--- src/rtl/imem_loader_pkg.sv ---
// Shared definitions for the boot-time instruction-memory loader: FSM encodings
// and the default imem depth used by both the loader and the processor's imem.
package imem_loader_pkg;

    localparam int IMEM_WORDS = 4096;

    typedef enum logic [2:0] {
        LDR_HDR  = 3'd0,
        LDR_DATA = 3'd1,
        LDR_SUM  = 3'd2,
        LDR_DONE = 3'd3,
        LDR_ERR  = 3'd4
    } ldr_state_t;

    typedef enum logic [1:0] {
        RX_IDLE  = 2'd0,
        RX_START = 2'd1,
        RX_DATA  = 2'd2,
        RX_STOP  = 2'd3
    } rx_state_t;

endpackage

--- src/rtl/imem_loader_uart_rx.sv ---
// 8N1 UART receiver: 2-flop synchronizer, mid-bit sampler with start-bit glitch
// rejection, one-cycle byte_valid and a combinational frame_err on a low stop bit.
//
// state    | meaning
// RX_IDLE  | waiting for a falling edge on the synchronized line
// RX_START | counting to mid start bit; high there means glitch
// RX_DATA  | sampling 8 data bits LSB first at mid-bit
// RX_STOP  | sampling the stop bit at mid-bit
module uart_rx
    import imem_loader_pkg::*;
#(
    parameter int CLKS_PER_BIT = 434
) (
    input  logic       clk,
    input  logic       rst,
    input  logic       rxd,
    output logic [7:0] rx_byte,
    output logic       byte_valid,
    output logic       frame_err
);

    localparam int CW = $clog2(CLKS_PER_BIT);
    localparam logic [CW-1:0] FULL = CW'(CLKS_PER_BIT - 1);
    localparam logic [CW-1:0] HALF = CW'(CLKS_PER_BIT / 2 - 1);

    rx_state_t     state, state_nxt;
    logic [2:0]    sync;
    logic [CW-1:0] cnt;
    logic [2:0]    bit_idx;
    logic [7:0]    shift;
    logic          line, fall, tick;

    // sync[1] is the synchronized line, sync[2] its previous value for edge detect
    assign line = sync[1];
    assign fall = sync[2] & ~sync[1];
    assign tick = (cnt == '0);

    always_ff @(posedge clk) begin
        if (!rst) begin
            sync <= 3'b111;
        end else begin
            sync <= {sync[1:0], rxd};
        end
    end

    always_ff @(posedge clk) begin
        if (!rst) begin
            state <= RX_IDLE;
        end else begin
            state <= state_nxt;
        end
    end

    always_comb begin
        state_nxt = state;
        case (state)
            RX_IDLE:  if (fall) state_nxt = RX_START;
            RX_START: if (tick) state_nxt = line ? RX_IDLE : RX_DATA;
            RX_DATA:  if (tick && bit_idx == 3'd7) state_nxt = RX_STOP;
            RX_STOP:  if (tick) state_nxt = RX_IDLE;
            default:  state_nxt = RX_IDLE;
        endcase
    end

    always_comb begin
        frame_err = 1'b0;
        if (state == RX_STOP && tick && !line) frame_err = 1'b1;
    end

    always_ff @(posedge clk) begin
        if (!rst) begin
            cnt        <= '0;
            bit_idx    <= '0;
            shift      <= '0;
            rx_byte    <= '0;
            byte_valid <= 1'b0;
        end else begin
            byte_valid <= 1'b0;
            case (state)
                RX_IDLE: begin
                    cnt     <= HALF;
                    bit_idx <= '0;
                end
                RX_START: begin
                    cnt <= tick ? FULL : cnt - CW'(1);
                end
                RX_DATA: begin
                    if (tick) begin
                        shift   <= {line, shift[7:1]};
                        bit_idx <= bit_idx + 3'd1;
                        cnt     <= FULL;
                    end else begin
                        cnt <= cnt - CW'(1);
                    end
                end
                RX_STOP: begin
                    if (tick) begin
                        byte_valid <= line;
                        rx_byte    <= shift;
                    end else begin
                        cnt <= cnt - CW'(1);
                    end
                end
                default: cnt <= HALF;
            endcase
        end
    end

endmodule

--- src/rtl/imem_loader.sv ---
// Boot loader: receives a length-prefixed little-endian program image over UART and
// writes it into imem, holding the CPU in reset until done. IMEM_LOADER_CHECKSUM_EN adds a trailing sum check.
//
// state    | meaning
// LDR_HDR  | collecting the 4-byte word count
// LDR_DATA | collecting words and writing them to imem
// LDR_SUM  | collecting and comparing the trailing checksum
// LDR_DONE | image loaded, CPU released
// LDR_ERR  | load failed, CPU held in reset
module imem_loader
    import imem_loader_pkg::*;
#(
    parameter int CLKS_PER_BIT = 434,
    parameter int WORD         = IMEM_WORDS,
    parameter int AW           = $clog2(WORD)
) (
    input  logic          clk,
    input  logic          rst,
    input  logic          rxd,
    output logic [AW-1:0] mem_addr,
    output logic [31:0]   mem_data,
    output logic          mem_we,
    output logic          cpu_rst,
    output logic          busy,
    output logic          done,
    output logic          err
);

`ifdef IMEM_LOADER_CHECKSUM_EN
    localparam ldr_state_t AFTER_DATA = LDR_SUM;
`else
    localparam ldr_state_t AFTER_DATA = LDR_DONE;
`endif

    ldr_state_t    state, state_nxt;
    logic [7:0]    rx_byte;
    logic          byte_valid, frame_err;
    logic [1:0]    k;
    logic [31:0]   len, word;
    logic [31:0]   len_full, word_full;
    logic [AW:0]   remaining;
    logic [AW-1:0] next_addr;
    logic          last_byte, collecting;
`ifdef IMEM_LOADER_CHECKSUM_EN
    logic [31:0]   sum;
`endif

    uart_rx #(.CLKS_PER_BIT(CLKS_PER_BIT)) u_rx (
        .clk        (clk),
        .rst        (rst),
        .rxd        (rxd),
        .rx_byte    (rx_byte),
        .byte_valid (byte_valid),
        .frame_err  (frame_err)
    );

    // Full 32-bit values as they will look once the current (4th) byte is shifted in
    assign len_full   = {rx_byte, len[31:8]};
    assign word_full  = {rx_byte, word[23:0]};
    assign last_byte  = byte_valid && (k == 2'd3);
    assign collecting = (state == LDR_HDR) || (state == LDR_DATA) || (state == LDR_SUM);

    always_ff @(posedge clk) begin
        if (!rst) begin
            state <= LDR_HDR;
        end else begin
            state <= state_nxt;
        end
    end

    always_comb begin
        state_nxt = state;
        case (state)
            LDR_HDR: begin
                if (frame_err) begin
                    state_nxt = LDR_ERR;
                end else if (last_byte) begin
                    if (len_full == '0)               state_nxt = AFTER_DATA;
                    else if (len_full > 32'(WORD))    state_nxt = LDR_ERR;
                    else                              state_nxt = LDR_DATA;
                end
            end
            LDR_DATA: begin
                if (frame_err)                          state_nxt = LDR_ERR;
                else if (mem_we && remaining == '0)     state_nxt = AFTER_DATA;
            end
`ifdef IMEM_LOADER_CHECKSUM_EN
            LDR_SUM: begin
                if (frame_err)      state_nxt = LDR_ERR;
                else if (last_byte) state_nxt = (word_full == sum) ? LDR_DONE : LDR_ERR;
            end
`endif
            default: state_nxt = state;
        endcase
    end

    always_comb begin
        cpu_rst = 1'b1;
        busy    = 1'b0;
        done    = 1'b0;
        err     = 1'b0;
        case (state)
            LDR_HDR:  busy = (k != 2'd0);
            LDR_DATA: busy = 1'b1;
            LDR_SUM:  busy = 1'b1;
            LDR_DONE: begin
                cpu_rst = 1'b0;
                done    = 1'b1;
            end
            LDR_ERR:  err = 1'b1;
            default:  busy = 1'b0;
        endcase
    end

    always_ff @(posedge clk) begin
        if (!rst) begin
            k         <= '0;
            len       <= '0;
            word      <= '0;
            remaining <= '0;
            next_addr <= '0;
            mem_addr  <= '0;
            mem_data  <= '0;
            mem_we    <= 1'b0;
`ifdef IMEM_LOADER_CHECKSUM_EN
            sum       <= '0;
`endif
        end else begin
            mem_we <= 1'b0;
            if (byte_valid && collecting) begin
                k <= k + 2'd1;
                if (state == LDR_HDR) len <= len_full;
                else                  word[{k, 3'b000} +: 8] <= rx_byte;
            end
            if (state == LDR_HDR && last_byte) begin
                remaining <= len_full[AW:0];
            end
            if (state == LDR_DATA && last_byte) begin
                mem_we    <= 1'b1;
                mem_data  <= word_full;
                mem_addr  <= next_addr;
                next_addr <= next_addr + AW'(1);
                remaining <= remaining - (AW+1)'(1);
`ifdef IMEM_LOADER_CHECKSUM_EN
                sum       <= sum + word_full;
`endif
            end
        end
    end

endmodule

--- config.mk ---
export PLATFORM = sky130hd
export DESIGN_NAME = imem_loader
export DESIGN_NICKNAME = d
export VERILOG_FILES = /design/src/rtl/imem_loader_pkg.sv /design/src/rtl/imem_loader_uart_rx.sv /design/src/rtl/imem_loader.sv
export SDC_FILE = /design/constraint.sdc
export NUM_CORES = 1
export LEC_CHECK = 0
export CAP_MARGIN = 30
export CELL_PAD_IN_SITES_DETAIL_PLACEMENT = 1
export CELL_PAD_IN_SITES_GLOBAL_PLACEMENT = 1
export CORE_ASPECT_RATIO = 1.5
export CORE_MARGIN = 2
export CORE_UTILIZATION = 43
export DETAILED_ROUTE_END_ITERATION = 7
export PLACE_DENSITY_LB_ADDON = 0.1
export SETUP_SLACK_MARGIN = 0.05
export SYNTH_ARGS = -nofsm -noshare
export SYNTH_HDL_FRONTEND = slang
export SYNTH_SLANG_ARGS = --single-unit
export TNS_END_PERCENT = 50
--- constraint.sdc ---
create_clock -name clk -period 2.4 [get_ports clk]
set_input_delay 0.48 -clock clk [delete_from_list [all_inputs] [get_ports clk]]
set_output_delay 0.48 -clock clk [all_outputs]
set_load 0.1 [all_outputs]
* After elaboration in Yosys (flattened, before gate mapping)
Cells that the tools add are included.
Cells by class: muxes and demuxes 27, div/mod/pow operators 0, $mul 0, equal/unequal tests 17, magnitude comparators 1, shifts and indexed selects 2, reduce and logical (&&, ||, !) cells 30, bitwise operators 3, add/sub/neg operators 6
Operators by type and width (count):
- bitwise mux 32 bit | 1
- greater-than comparator 32 x 13 -> 1 bit (second input constant) | 1
- zero test 32 bit | 1
- variable shift 8 x 7 -> 32 bit (first input constant) | 1
- indexed part select 8 x 7 -> 32 bit | 1
- one-hot mux 9 bit (3 select lines) | 1
- 2-to-1 mux 13 bit | 2
- 2-to-1 mux 3 bit | 7
- 2-to-1 mux 9 bit | 2
- zero test 13 bit | 1
- subtractor 13 x 1 -> 13 bit (second input constant) | 1
- adder 12 x 1 -> 12 bit (second input constant) | 1
- one-hot mux 3 bit (2 select lines) | 2
- 2-to-1 mux 2 bit | 5
- != test 2 x 1 -> 1 bit (second input constant) | 5
- AND reduction 2 bit | 5
- zero test 9 bit | 1
- subtractor 9 x 1 -> 9 bit (second input constant) | 1
- logical AND 1 bit | 8
- one-hot mux 2 bit (4 select lines) | 1
- nonzero test 2 bit | 4
- negation 5 -> 7 bit | 1
- == test 2 bit (second input constant) | 3
- == test 3 x 2 -> 1 bit (second input constant) | 2
- other kinds (19) | 28
Word-level totals: bits in registers 173, memories kept 0, memory bits (writable) 0, logic and storage cells 102, output and inout bits 49, bits in latches 0, input bits 3, memory bits (read-only) 0

* Depth between registers and ports, before layout
Gate-level depths: netlist of run 1.
depth in word-level cells 6, gate-level depth with buffers 8, mapped depth without buffers 6

* By module
From an unflattened synthesis of run 1, not the netlist that was laid out.
Unflattened totals: cells, all modules 825, area, all modules 6626.4 um^2
Modules (own cells, without submodules):
- imem_loader | sequential area each 2462.4 um^2, area an instance 5106.1 um^2, cells an instance 640, instances 1
- uart_rx | sequential area each 680.7 um^2, area an instance 1520.2 um^2, cells an instance 185, instances 1

* Worst setup path after synthesis of run 1
No wires, ideal clock.
path type flip-flop to output port, start point register state[0], end point output busy, slack -609 ps, required time 1920 ps, stages on the path, launching flop included 5, data arrival time 2529 ps, buffers on the path 2, cell sequence dfxtp_1 inv_1 clkbuf_1 clkbuf_1 a31oi_1
Between the ends: longest elaborated chain between the ends 3, elaborated cells on any way between the ends 5, classes of those cells 2 x eq/ne; 1 x mux; 2 x reduce/logical
Ends and longest elaborated chain:
- start, declared | RTL line imem_loader.sv:35 | ldr_state_t state, state_nxt;
- start signal, assigned | RTL line imem_loader.sv:67 | state <= state_nxt;
- == test 3 x 1 -> 1 bit / == test 3 x 2 -> 1 bit (equally long branches) | RTL line imem_loader.sv:102 | case (state)
- OR reduction 2 bit (no source line)
- one-hot mux 1 bit (2 select lines) (*) | RTL line imem_loader.sv:102
- end, declared | RTL line imem_loader.sv:24 | output logic busy,
Mark *: on every way between the ends. The rest lies on a longest branch, timed or not.

* Worst setup path after layout of run 1
start point register state[1], end point output done
Between the ends: longest elaborated chain between the ends 2
Ends and longest elaborated chain:
- == test 3 x 2 -> 1 bit | RTL line imem_loader.sv:102
- 2-to-1 mux 1 bit | RTL line imem_loader.sv:102
- end, declared | RTL line imem_loader.sv:25 | output logic done,
No other way between the ends.

==> out/qor.csv, run 1 <==
metric;value;unit
routabilityCongestion;0.822;
die_h;156;um
yosysTopAreaCellShare;47.7;%
clock_path_buffers;2;
rsz0062_at_grt;yes;
max_freq;0.446;GHz
grt_pass1_vias;6188;
via_per_inst;5.54;
htree_levels;4;
setup_viol;0;
cts_setup_buffers;0;
die-area;0.0164;sq mm
synth_ff_type;dfxtp_1;
drive_above_1_share;13.8;%
grt_max_degree;99;
grt_overflow_total;0;
initial_utilization;43.7;%
root_buffer;clkbuf_16;
synthTopCellsByArea;dfxtp_1 48%, nand2_1 12%, a21oi_1 10%;
dp_hpwl;12300;um
cts_buffers;17;
grt_pass1_wl;30500;um
gr-usage-met1;25.1;%
insertion_delay;420;ps
wirelength;18300;um
synthCells;817;
power.total;5.50;mW
post-place-ws;395;ps
netlist_area;0.00659;sq mm
hold_viol_final;0;
ioPinCount;52;
outcome;completed;
ant_nets;0;
top_usage_layer;met2;
synth-seq-cells;157;
hold_class;reg2reg;
fin_crit_sh;93.4;%
cts_hold_buf;0;
powerDensity;705;mW/mm^2
synth_most_common_cell;nand2_1;
die_x;105;um
n_antenna_cell;0;
synth_area_per_cell;8.07;sq um
drt_first_iter_violations;150;
period_needed;2240;ps
placed_area;0.00725;sq mm
portBuffers;51;
yosysSeqAreaShare;47.7;%
synth.distinct_cells;56;
first_pass_iters;4;
grt_util_met3;4.18;%
power.leakage;2.80;nW
gr-usage-met2;44.8;%
final_core_util;51.7;%
yosys.area.top_type;dfxtp_1;
ir_drop;0.461;mV
worstSetupStartpointType;flop;
cp_max_fo;6;
clock_skew;8.35;ps
core_area;0.0151;sq mm
tightest_slew;594;ps
path_clk_slew;60;ps
dr_total_vias;5915;
cp-end-kind;output port;
cts_tree;built;
worst_ep_required_time;1920;ps
timing.final.ws_setup;158;ps
nets;873;
crit_type;reg2out;
ys_warn_count;0;
hold_slack;415;ps
drv_cap;0;
synth_edf_count;0;
cp.arrival;1760;ps
track_usage;23.1;%
row_count;55;
area_growth;18.2;%
nFillCells;1821;
cts_sinks;157;
antenna_found_initial;0;
post-route-drc-count;0;
avgRoutedWirePerCell;17.1;um
async_flop_share;0;%
synth_common_cells;209 x nand2_1, 157 x dfxtp_1, 132 x a21oi_1;
relSlewSlack;60.0;%
drv_slew;0;
synth_nets;835;
fin_area;0.00779;sq mm
==> metal layers <==
layer  wire length, um  up-vias
met1              7310     2906
met4               308        0
li1                  -     2904
met3               459       26
met5                 0        -
met2             10200       79
==> sequential cells by signal, summed over array words and instances, names as in the netlist, named ones only <==
name	cells
word	24
u_rx.bit_idx	3
u_rx.rx_byte	8
mem_data	32
u_rx.shift	8
mem_we	1
k	2
u_rx.sync	3
u_rx.byte_valid	1
len	24
mem_addr	12
next_addr	12
state	3
u_rx.cnt	9
u_rx.state	1
remaining	13
==> through the flow <==
step / cells / TNS [ps]
floorplan: 817 / -87.1
global placement: 1035 / 0
detailed placement: 1035 / 0
CTS: 1067 / 0
global route: 1067 / 0
finish: 1067 / 0
==> kinds of logic (layout without fill, tap and decap cells) <==
family | count (synthesis) | after routing | synth area share, %
simple gates | 369 | 369 | 26.1
mux | 2 | 2 | 0.304
fa+ha+maj | 15 | 15 | 2.85
buf+inv | 70 | 121 | 4.40
xor+xnor | 14 | 14 | 1.86
flops | 157 | 157 | 47.7
compound gates | 190 | 190 | 16.7
==> worst paths after layout <==
| check | startpoint | to | slack, ps | depth (start not counted) |
|---|---|---|---|---|
| min reg2reg | u_rx.sync[0] | u_rx.sync[1] | 420 | 1 |
| max | state[1] | done | 160 | 4 |
| max reg2reg | u_rx.cnt[0] | u_rx.shift[0] | 380 | 6 |
| min | u_rx.sync[0] | u_rx.sync[1] | 420 | 1 |
==> cell usage in the layout (no fill, tap or decap), types with 5 or more instances in the layout <==
master,instances
a211oi_1,6
a21oi_1,132
a221oi_1,6
and3_1,8
buf_12,6
buf_4,64
clkbuf_16,17
dfxtp_1,157
ha_1,14
inv_1,16
nand2_1,209
nand2b_1,6
nand3_1,54
nand4_1,5
nor2_1,31
nor3_1,9
nor4_1,11
o21ai_0,10
o22ai_1,8
or3_1,6
xnor2_1,8
xor2_1,6
==> critical path: stages (launching register included) <==
cell,delay (ps)
dfxtp_1,480
nand2_1,210
or2_2,360
inv_1,110
buf_12,180
==> what timing repair did <==
item,CTS,global route
setup endpoints to repair,0,2
gates resized for setup,0,1
endpoints found under the hold margin,0,0
==> area by class of cell <==
type / count / area [sq um] / share of cell area (%)
sequential: 157 / 3140 / 40.3
inverter: 17 / 66.3 / 0.851
timing repair buffer: 72 / 621 / 7.96
multi-input combinational: 590 / 3170 / 40.7
clock inverter: 15 / 116 / 1.49
tap: 199 / 249 / 3.20
clock buffer: 17 / 425 / 5.46
==> power breakdown <==
group	internal, mW	switching (mW)	leakage, nW
Clock	1.34	1.15	0.266
Combinational	0.115	0.222	1.27
Sequential	2.63	0.0373	1.27
Total	4.09	1.41	2.80
Note: power is estimated with default switching activity, not from simulation.
==> run 2, diff against run 1 <==
--- a/config.mk
+++ b/config.mk
@@ -5,7 +5,7 @@
 export SDC_FILE = /design/constraint.sdc
 export NUM_CORES = 1
 export LEC_CHECK = 0
-export CAP_MARGIN = 30
+export CAP_MARGIN = 15
 export CELL_PAD_IN_SITES_DETAIL_PLACEMENT = 1
 export CELL_PAD_IN_SITES_GLOBAL_PLACEMENT = 1
 export CORE_ASPECT_RATIO = 1.5
==> results of run 2 <==
Final layout, timing and power as in run 1 (identical DEF).
